$ cat src/rtl/sifh_hist_sequencer_pkg.sv
// sifh_hist_sequencer_pkg: shared sizing defaults and frame-phase encodings for the SiFH histogram sequencer.
package sifh_hist_sequencer_pkg;
    localparam int NB       = 6;
    localparam int PIX_W    = 2;
    localparam int CNT_W    = 8;
    localparam int ACQ_NUM  = 1024;
    localparam int EV_W     = 16;
    localparam int RAM_ADDR = PIX_W + NB;
    typedef enum logic [2:0] {IDLE, CLEAR, ACCUM, DRAIN, SEARCH} state_e;
endpackage

$ cat src/rtl/sifh_peak_tracker.sv
// sifh_peak_tracker: running max/argmax over one pixel's bins, restarting at bin 0 and
// reporting the peak the cycle after the pixel's last bin is compared.
module sifh_peak_tracker #(
    parameter int NB    = 6,
    parameter int PIX_W = 2,
    parameter int CNT_W = 8
) (
    input  logic             clk,
    input  logic             res,
    input  logic             in_valid_i,
    input  logic [PIX_W-1:0] in_pixel_i,
    input  logic [NB-1:0]    in_bin_i,
    input  logic [CNT_W-1:0] in_count_i,
    output logic             peak_valid_o,
    output logic [PIX_W-1:0] peak_pixel_o,
    output logic [NB-1:0]    peak_bin_o,
    output logic [CNT_W-1:0] peak_count_o,
    output logic             done_o
);
    logic [CNT_W-1:0] max_cnt_q, max_cnt_d, base_cnt;
    logic [NB-1:0]    max_bin_q, max_bin_d, base_bin;
    logic             last;

    // strictly greater wins, so ties keep the lowest bin
    always_comb begin
        last      = &in_bin_i;
        base_cnt  = in_bin_i == '0 ? '0 : max_cnt_q;
        base_bin  = in_bin_i == '0 ? '0 : max_bin_q;
        max_cnt_d = in_count_i > base_cnt ? in_count_i : base_cnt;
        max_bin_d = in_count_i > base_cnt ? in_bin_i : base_bin;
    end

    always_ff @(posedge clk) begin
        if (res) begin
            max_cnt_q    <= '0;
            max_bin_q    <= '0;
            peak_valid_o <= 1'b0;
            peak_pixel_o <= '0;
            peak_bin_o   <= '0;
            peak_count_o <= '0;
            done_o       <= 1'b0;
        end else begin
            peak_valid_o <= in_valid_i && last;
            done_o       <= in_valid_i && last && (&in_pixel_i);
            if (in_valid_i) begin
                max_cnt_q <= max_cnt_d;
                max_bin_q <= max_bin_d;
            end
            if (in_valid_i && last) begin
                peak_pixel_o <= in_pixel_i;
                peak_bin_o   <= max_bin_d;
                peak_count_o <= max_cnt_d;
            end
        end
    end
endmodule

$ cat src/rtl/sifh_hist_sequencer.sv
// sifh_hist_sequencer: frame controller for one histogram RAM - clear, accumulate events
// with read-modify-write +1 (saturating, hazard-forwarded), drain, then per-pixel peak search.
module sifh_hist_sequencer #(
    parameter int NB      = sifh_hist_sequencer_pkg::NB,
    parameter int PIX_W   = sifh_hist_sequencer_pkg::PIX_W,
    parameter int CNT_W   = sifh_hist_sequencer_pkg::CNT_W,
    parameter int ACQ_NUM = sifh_hist_sequencer_pkg::ACQ_NUM,
    parameter int EV_W    = sifh_hist_sequencer_pkg::EV_W
) (
    input  logic                  clk,
    input  logic                  res,
    input  logic                  start,
    input  logic                  ev_valid,
    input  logic [PIX_W-1:0]      ev_pixel,
    input  logic [NB-1:0]         ev_bin,
    output logic                  ev_ready,
    output logic [PIX_W+NB-1:0]   ram_raddr,
    output logic                  ram_ren,
    input  logic [CNT_W-1:0]      ram_rdata,
    output logic [PIX_W+NB-1:0]   ram_waddr,
    output logic                  ram_wen,
    output logic [CNT_W-1:0]      ram_wdata,
    output logic                  peak_valid,
    output logic [PIX_W-1:0]      peak_pixel,
    output logic [NB-1:0]         peak_bin,
    output logic [CNT_W-1:0]      peak_count,
    output logic                  busy,
    output logic                  done
);
    import sifh_hist_sequencer_pkg::*;

    localparam int RA = PIX_W + NB;
    localparam logic [CNT_W-1:0] CNT_MAX = '1;

    state_e           state_q, state_d;
    logic [RA:0]      addr_q, addr_d;
    logic [EV_W-1:0]  ev_cnt_q, ev_cnt_d;
    logic             p_valid_q, fwd_q, rd_valid_q;
    logic [RA-1:0]    p_addr_q, rd_addr_q, ev_addr;
    logic [CNT_W-1:0] last_wdata_q, old_cnt, inc_cnt;
    logic             accept, sweep;

    assign ev_addr = {ev_pixel, ev_bin};

    // old count comes from the in-flight write when the previous event hit the same bin
    always_comb begin
        accept    = state_q == ACCUM && ev_valid;
        sweep     = state_q == SEARCH && !addr_q[RA];
        old_cnt   = fwd_q ? last_wdata_q : ram_rdata;
        inc_cnt   = old_cnt == CNT_MAX ? old_cnt : old_cnt + 1'b1;
        ev_ready  = state_q == ACCUM;
        busy      = state_q != IDLE;
        ram_ren   = accept || sweep;
        ram_raddr = accept ? ev_addr : sweep ? addr_q[RA-1:0] : '0;
        ram_wen   = state_q == CLEAR || p_valid_q;
        ram_waddr = state_q == CLEAR ? addr_q[RA-1:0] : p_valid_q ? p_addr_q : '0;
        ram_wdata = p_valid_q ? inc_cnt : '0;
    end

    always_comb begin
        state_d  = state_q;
        addr_d   = addr_q;
        ev_cnt_d = ev_cnt_q;
        case (state_q)
            IDLE: begin
                addr_d   = '0;
                ev_cnt_d = '0;
                state_d  = start ? CLEAR : IDLE;
            end
            CLEAR: begin
                addr_d  = addr_q[RA-1:0] == '1 ? '0 : addr_q + 1'b1;
                state_d = addr_q[RA-1:0] == '1 ? ACCUM : CLEAR;
            end
            ACCUM: begin
                ev_cnt_d = accept ? ev_cnt_q + 1'b1 : ev_cnt_q;
                state_d  = accept && ev_cnt_q == EV_W'(ACQ_NUM - 1) ? DRAIN : ACCUM;
            end
            DRAIN: state_d = SEARCH;
            SEARCH: begin
                addr_d  = sweep ? addr_q + 1'b1 : addr_q;
                state_d = done ? IDLE : SEARCH;
            end
            default: state_d = IDLE;
        endcase
    end

    always_ff @(posedge clk) begin
        if (res) begin
            state_q      <= IDLE;
            addr_q       <= '0;
            ev_cnt_q     <= '0;
            p_valid_q    <= 1'b0;
            p_addr_q     <= '0;
            fwd_q        <= 1'b0;
            last_wdata_q <= '0;
            rd_valid_q   <= 1'b0;
            rd_addr_q    <= '0;
        end else begin
            state_q      <= state_d;
            addr_q       <= addr_d;
            ev_cnt_q     <= ev_cnt_d;
            p_valid_q    <= accept;
            p_addr_q     <= ev_addr;
            fwd_q        <= accept && p_valid_q && ev_addr == p_addr_q;
            last_wdata_q <= ram_wdata;
            rd_valid_q   <= sweep;
            rd_addr_q    <= addr_q[RA-1:0];
        end
    end

    sifh_peak_tracker #(.NB(NB), .PIX_W(PIX_W), .CNT_W(CNT_W)) u_tracker (
        .clk          (clk),
        .res          (res),
        .in_valid_i   (rd_valid_q),
        .in_pixel_i   (rd_addr_q[RA-1:NB]),
        .in_bin_i     (rd_addr_q[NB-1:0]),
        .in_count_i   (ram_rdata),
        .peak_valid_o (peak_valid),
        .peak_pixel_o (peak_pixel),
        .peak_bin_o   (peak_bin),
        .peak_count_o (peak_count),
        .done_o       (done)
    );
endmodule

$ cat config.mk
export PLATFORM = sky130hd
export DESIGN_NAME = sifh_hist_sequencer
export DESIGN_NICKNAME = d
export VERILOG_FILES = /design/src/rtl/sifh_hist_sequencer_pkg.sv /design/src/rtl/sifh_peak_tracker.sv /design/src/rtl/sifh_hist_sequencer.sv
export SDC_FILE = /design/constraint.sdc
export NUM_CORES = 1
export LEC_CHECK = 0
export BUFFER_PORTS_ARGS = -buffer_cell sky130_fd_sc_hd__clkbuf_2
export CORE_MARGIN = 2
export CORE_UTILIZATION = 35
export CTS_BUF_LIST = sky130_fd_sc_hd__clkbuf_16
export DETAILED_ROUTE_END_ITERATION = 6
export MAX_ROUTING_LAYER = met4
export PLACE_DENSITY = 0.6
export SETUP_SLACK_MARGIN = 0.5
export SYNTH_ARGS = -nofsm -noshare
export SYNTH_HDL_FRONTEND = slang
export SYNTH_SLANG_ARGS = --single-unit
$ cat constraint.sdc
create_clock -name clk -period 3.8 [get_ports clk]
set_clock_uncertainty 0.2 [all_clocks]
set_input_delay 0.57 -clock clk [delete_from_list [all_inputs] [get_ports clk]]
set_output_delay 0.57 -clock clk [all_outputs]
set_load 0.05 [all_outputs]
# Yosys cells after proc, flatten, opt, wreduce, memory -nomap -nowiden
# Index checks and enable logic that the tools add are counted.
# classes
n_addsub,3
magnitude_cmp,1
eq_ne,10
mux,21
n_reduce_logical,19
# ops
op,count
$mux 8,9
$pmux 16 s2,1
$pmux 9 s3,1
$mux 9,2
$add 16x1->16 const B,1
$eq 16x10->1 const B,1
$eq 8x8->1 const B,2
$mux 16,1
$pmux 3 s5,1
$mux 6,2
$add 9x1->9 const B,1
$add 8x1->8 const B,1
$eq 8x8->1,1
$gt 8x8->1,1
$logic_and 1x1->1,7
$eq 3x2->1 const B,2
$logic_not 6->1,1
$reduce_and 2->1,3
$reduce_and 6->1,1
$reduce_bool 3->1,2
$eq 3x1->1 const B,1
$eq 3x3->1 const B,1
$logic_not 3->1,1
$mux 3,1
other kinds (7),9
# word_totals
reg_bits,87
output_inout_bits,46

# Depth between registers and ports, before layout
# depth
ltp_word,5
depth_mapped,12
ltp_nobuf,9

# By module
# A second synthesis with hierarchy kept.
# unflattened
hier_cells,522
hier_area_um2,4464.3
# modules_own_cells
module,n_inst,cells_each,area_per_inst_um2,seq_area_each_um2
sifh_hist_sequencer,1,331,2812.7,1101.1
sifh_peak_tracker,1,191,1651.6,640.6

# Least setup slack after synthesis
# No wires, ideal clock.
# synth_timing
kind,reg2out
from,reg fwd_q
to,out ram_wdata[4]
t_arrival_ps,2560
required_ps,3030
path_slack_ps,470
path_stages_with_launch,8
path_buffers,1
cell_sequence,dfxtp_1 buf_6 mux2i_1 inv_1 ha_1 o21ai_2 nor3b_1 a211oi_1
# synth_between
elab_chain_len,4
word_cells_on_any_way,5
classes_between,add/sub: 1; eq/ne: 1; mux: 3
# synth_rtl
item,line_no,source
"start, declared",sifh_hist_sequencer.sv:38,"logic p_valid_q, fwd_q, rd_valid_q;"
"start signal, assigned",sifh_hist_sequencer.sv:104,fwd_q <= accept && p_valid_q && ev_addr == p_addr_q;
$mux 8 *,sifh_hist_sequencer.sv:49,old_cnt = fwd_q ? last_wdata_q : ram_rdata;
$add 8x1->8 / $eq 8x8->1 (equally long branches),sifh_hist_sequencer.sv:50,inc_cnt = old_cnt == CNT_MAX ? old_cnt : old_cnt + 1'b1;
$mux 8 *,sifh_hist_sequencer.sv:50,
$mux 8 *,sifh_hist_sequencer.sv:57,ram_wdata = p_valid_q ? inc_cnt : '0;
"end, declared",sifh_hist_sequencer.sv:22,"output logic [CNT_W-1:0] ram_wdata,"
# Every way passes the cells marked *; elsewhere a longest branch is shown, timed or not.

# Worst setup path in the final report
# layout_timing
from,in ram_rdata[0]
to,out ram_wdata[0]
# layout_between
elab_chain_len,4
word_cells_on_any_way,5
classes_between,add/sub: 1; eq/ne: 1; mux: 3
# layout_rtl
item,line_no,source
"start, declared",sifh_hist_sequencer.sv:19,"input logic [CNT_W-1:0] ram_rdata,"
$mux 8 *,sifh_hist_sequencer.sv:49,
$add 8x1->8 / $eq 8x8->1 (equally long branches),sifh_hist_sequencer.sv:50,
$mux 8 *,sifh_hist_sequencer.sv:50,
$mux 8 *,sifh_hist_sequencer.sv:57,
# Marks and branches as above.

==> metrics <==
Area contributors post-synth dfxtp_1 (40%), nor2_1 (5.2%), xor2_1 (4.6%), nand3_1 (4.6%), nand2_1 (4.0%); peak supply drop 0.000209 V; final worst-path cycle share 0.825; unrepaired setup endpoints after global routing false; Sw Share 0.238; synth cell count leaders dfxtp_1 (87), nor2_1 (60), nand2_1 (46); top-count cell post-synth dfxtp_1; Int Pwr 1.55 mW; CTS tree built; post-synthesis sequential area ratio 0.399; drt wl/cell 14.3 um; CP startpoint kind input pin; vias 3763; Gate power share 0.066; largest net degree at the start of global routing 63; gr usage total 0.169; Setup TNS 0 ps; hold violation count in the final report 0; nets@finish 590; initial DRC count 217; worst-margin pin slew 686 ps; static leakage 1.95 nW; die area 0.0134 sq mm; share of cells above drive strength 1 0.197; # fillers 1250; Max-Cap Viols 0; Sink Count 87; num ports 66; H-Tree Depth 3; GP Congestion 0.818; DRT Pass-1 Iters 6; Setup-failing EPs final 0; CP arrival 2360 ps; HP Class in2reg; clock latency on the worst-skew pair 350 ps; initial antenna violation count 0; GRT overflow 0; Clk pwr share 0.478; Num CTS Buffers 9; n_diodes 0; sequential power share 0.456; Multi-input gate area 0.00249 sq mm; area delta synth->final 18.2%; P_sw 0.483 mW; core region area 0.0121 sq mm; PD cells 394 mW/mm^2; Initial Util 0.360; Final Critical Period 3130 ps; Fmax 319 MHz; CP endpoint kind primary output; Final ANT Viol Nets 0; num rows 40; die width 116 um; FF+latch area 0.00174 sq mm; outcome finished clean; Final Util 0.426; Buffers on Ports 65; vias per inst 5.15; Synth Flop Type dfxtp_1; area of the mapped netlist 0.00437 sq mm; Synth Instances 501; ys async rst share 0; Resized Gates After CTS 0; Worst EP required 3030 ps; setup repair bufs after CTS 0; CTS max path bufs 2; CTS clk-pin slew, worst paths 70 ps; Detailed Route WL 10500 um; EDFF count, synth 0; leading area contributor after synthesis dfxtp_1; CTS root buf clkbuf_16; syn nets 533; crit path max fanout 8; syn_area_per_cell 8.71 sq um; global-route wire length before repair 17500 um; Pins Over Slew Limit 0; DP Wirelength 7440 um; Post-CTS Hold Fix Bufs 0; Crit Path Class in2out; synth unique cells 57; vias in the first global route 3484; die span in y 116 um; Synth Register Bits 87; area share of the largest cell type after synthesis 0.399; Yosys warning total 0; Max-slew headroom 0.543; drt drc 0
sequential cells by signal, summed over array words and instances, names as in the netlist:
name                    count
ev_cnt_q                   16
addr_q                      9
last_wdata_q                8
p_addr_q                    8
rd_addr_q                   8
u_tracker.max_cnt_q         8
u_tracker.peak_count_o      8
u_tracker.max_bin_q         6
u_tracker.peak_bin_o        6
state_q                     3
u_tracker.peak_pixel_o      2
fwd_q                       1
p_valid_q                   1
rd_valid_q                  1
u_tracker.done_o            1
u_tracker.peak_valid_o      1
area by class of cell:
type	instances	share of cell area
well taps	168	0.0407
repair buffers	72	0.0732
multi-input cells	384	0.482
clock buffers	9	0.0436
clock inverters	7	0.0199
flip-flops and latches	87	0.338
inverters	4	0.00291
critical path, cell delays in order:
cell      delay [ps]
clkbuf_2         130
inv_1             70
o21ai_0          310
ha_1             280
o21ai_2          140
or2_1            310
xnor2_1          160
nor2_1           110
clkbuf_2         290
metrics by stage:
stage / instance area, sq um / worst slack [ps] / std cells / hold WS [ps] / power (mW)
after floorplan: 4370 / 744 / 501 / 252 / 1.04
after global placement: 4830 / 736 / 715 / 272 / 1.08
after detailed placement: 4830 / 658 / 715 / 277 / 1.08
after CTS: 5150 / 618 / 731 / 269 / 2.06
after global routing: 5160 / 529 / 731 / 283 / 2.10
final: 5160 / 665 / 731 / 276 / 2.03
power by group through the flow:
stage	registers (mW)	logic, mW	clock network [mW]
floorplan	0.943	0.0960	0
global placement	0.946	0.131	0
detailed placement	0.947	0.134	0
CTS	0.925	0.134	0.997
global route	0.926	0.148	1.03
finish	0.926	0.134	0.971
placed cells by master (no fill, tap or decap), types with 3 or more instances in the layout:
cell	netlist	routed
clkbuf_16	0	9
a21o_1	15	15
and2_1	10	10
and3_1	7	7
xnor2_1	8	8
a31oi_1	14	14
nand3_1	40	40
inv_6	0	3
o21ai_0	7	7
nand2_1	46	46
a21oi_1	10	10
nor3b_1	3	3
a22o_1	8	8
o21a_1	3	3
nand4_1	10	10
dfxtp_1	87	87
a311oi_2	4	4
xor2_1	23	23
ha_1	12	12
buf_4	1	7
a311oi_1	11	11
nor2b_1	19	19
nor4_1	4	4
nor2_1	60	59
mux2i_1	9	8
inv_1	4	4
nor3_1	6	6
nand2b_1	18	18
clkbuf_2	0	65
metal layers:
layer  up-vias  wire length [um]  global-route usage
met5         -                 0                   -
met4         0               126              0.0484
met3        14               582              0.0392
met2       122              4770               0.255
met1      1729              4980               0.227
li1       1898                 -                   -
path summary, 6_finish.rpt:
kind | start | end | slack [ps] | cells after the start
worst max-delay path | ram_rdata[0] | ram_wdata[0] | 670 | 9
worst min-delay path | ev_pixel[1] | p_addr_q[7]$_SDFF_PP0_ | 280 | 2
worst max register to register | rd_addr_q[3]$_SDFF_PP0_ | u_tracker.peak_count_o[4]$_SDFFE_PP0P_ | 780 | 9
worst min register to register | u_tracker.max_cnt_q[5]$_SDFFE_PP0P_ | u_tracker.max_cnt_q[5]$_SDFFE_PP0P_ | 290 | 2
logic make-up (layout without fill, tap and decap cells):
group / Yosys count / count (layout) / synth area share
AND/OR/NAND/NOR: 241 / 241 / 0.288
AO/OA/AOI/OAI: 88 / 88 / 0.154
flip-flops: 87 / 87 / 0.399
XOR/XNOR: 31 / 31 / 0.0622
buffers and inverters: 30 / 92 / 0.0341
adder cells (fa/ha/maj): 12 / 12 / 0.0344
multiplexers: 12 / 12 / 0.0284
(Power assumes the default switching activity.)
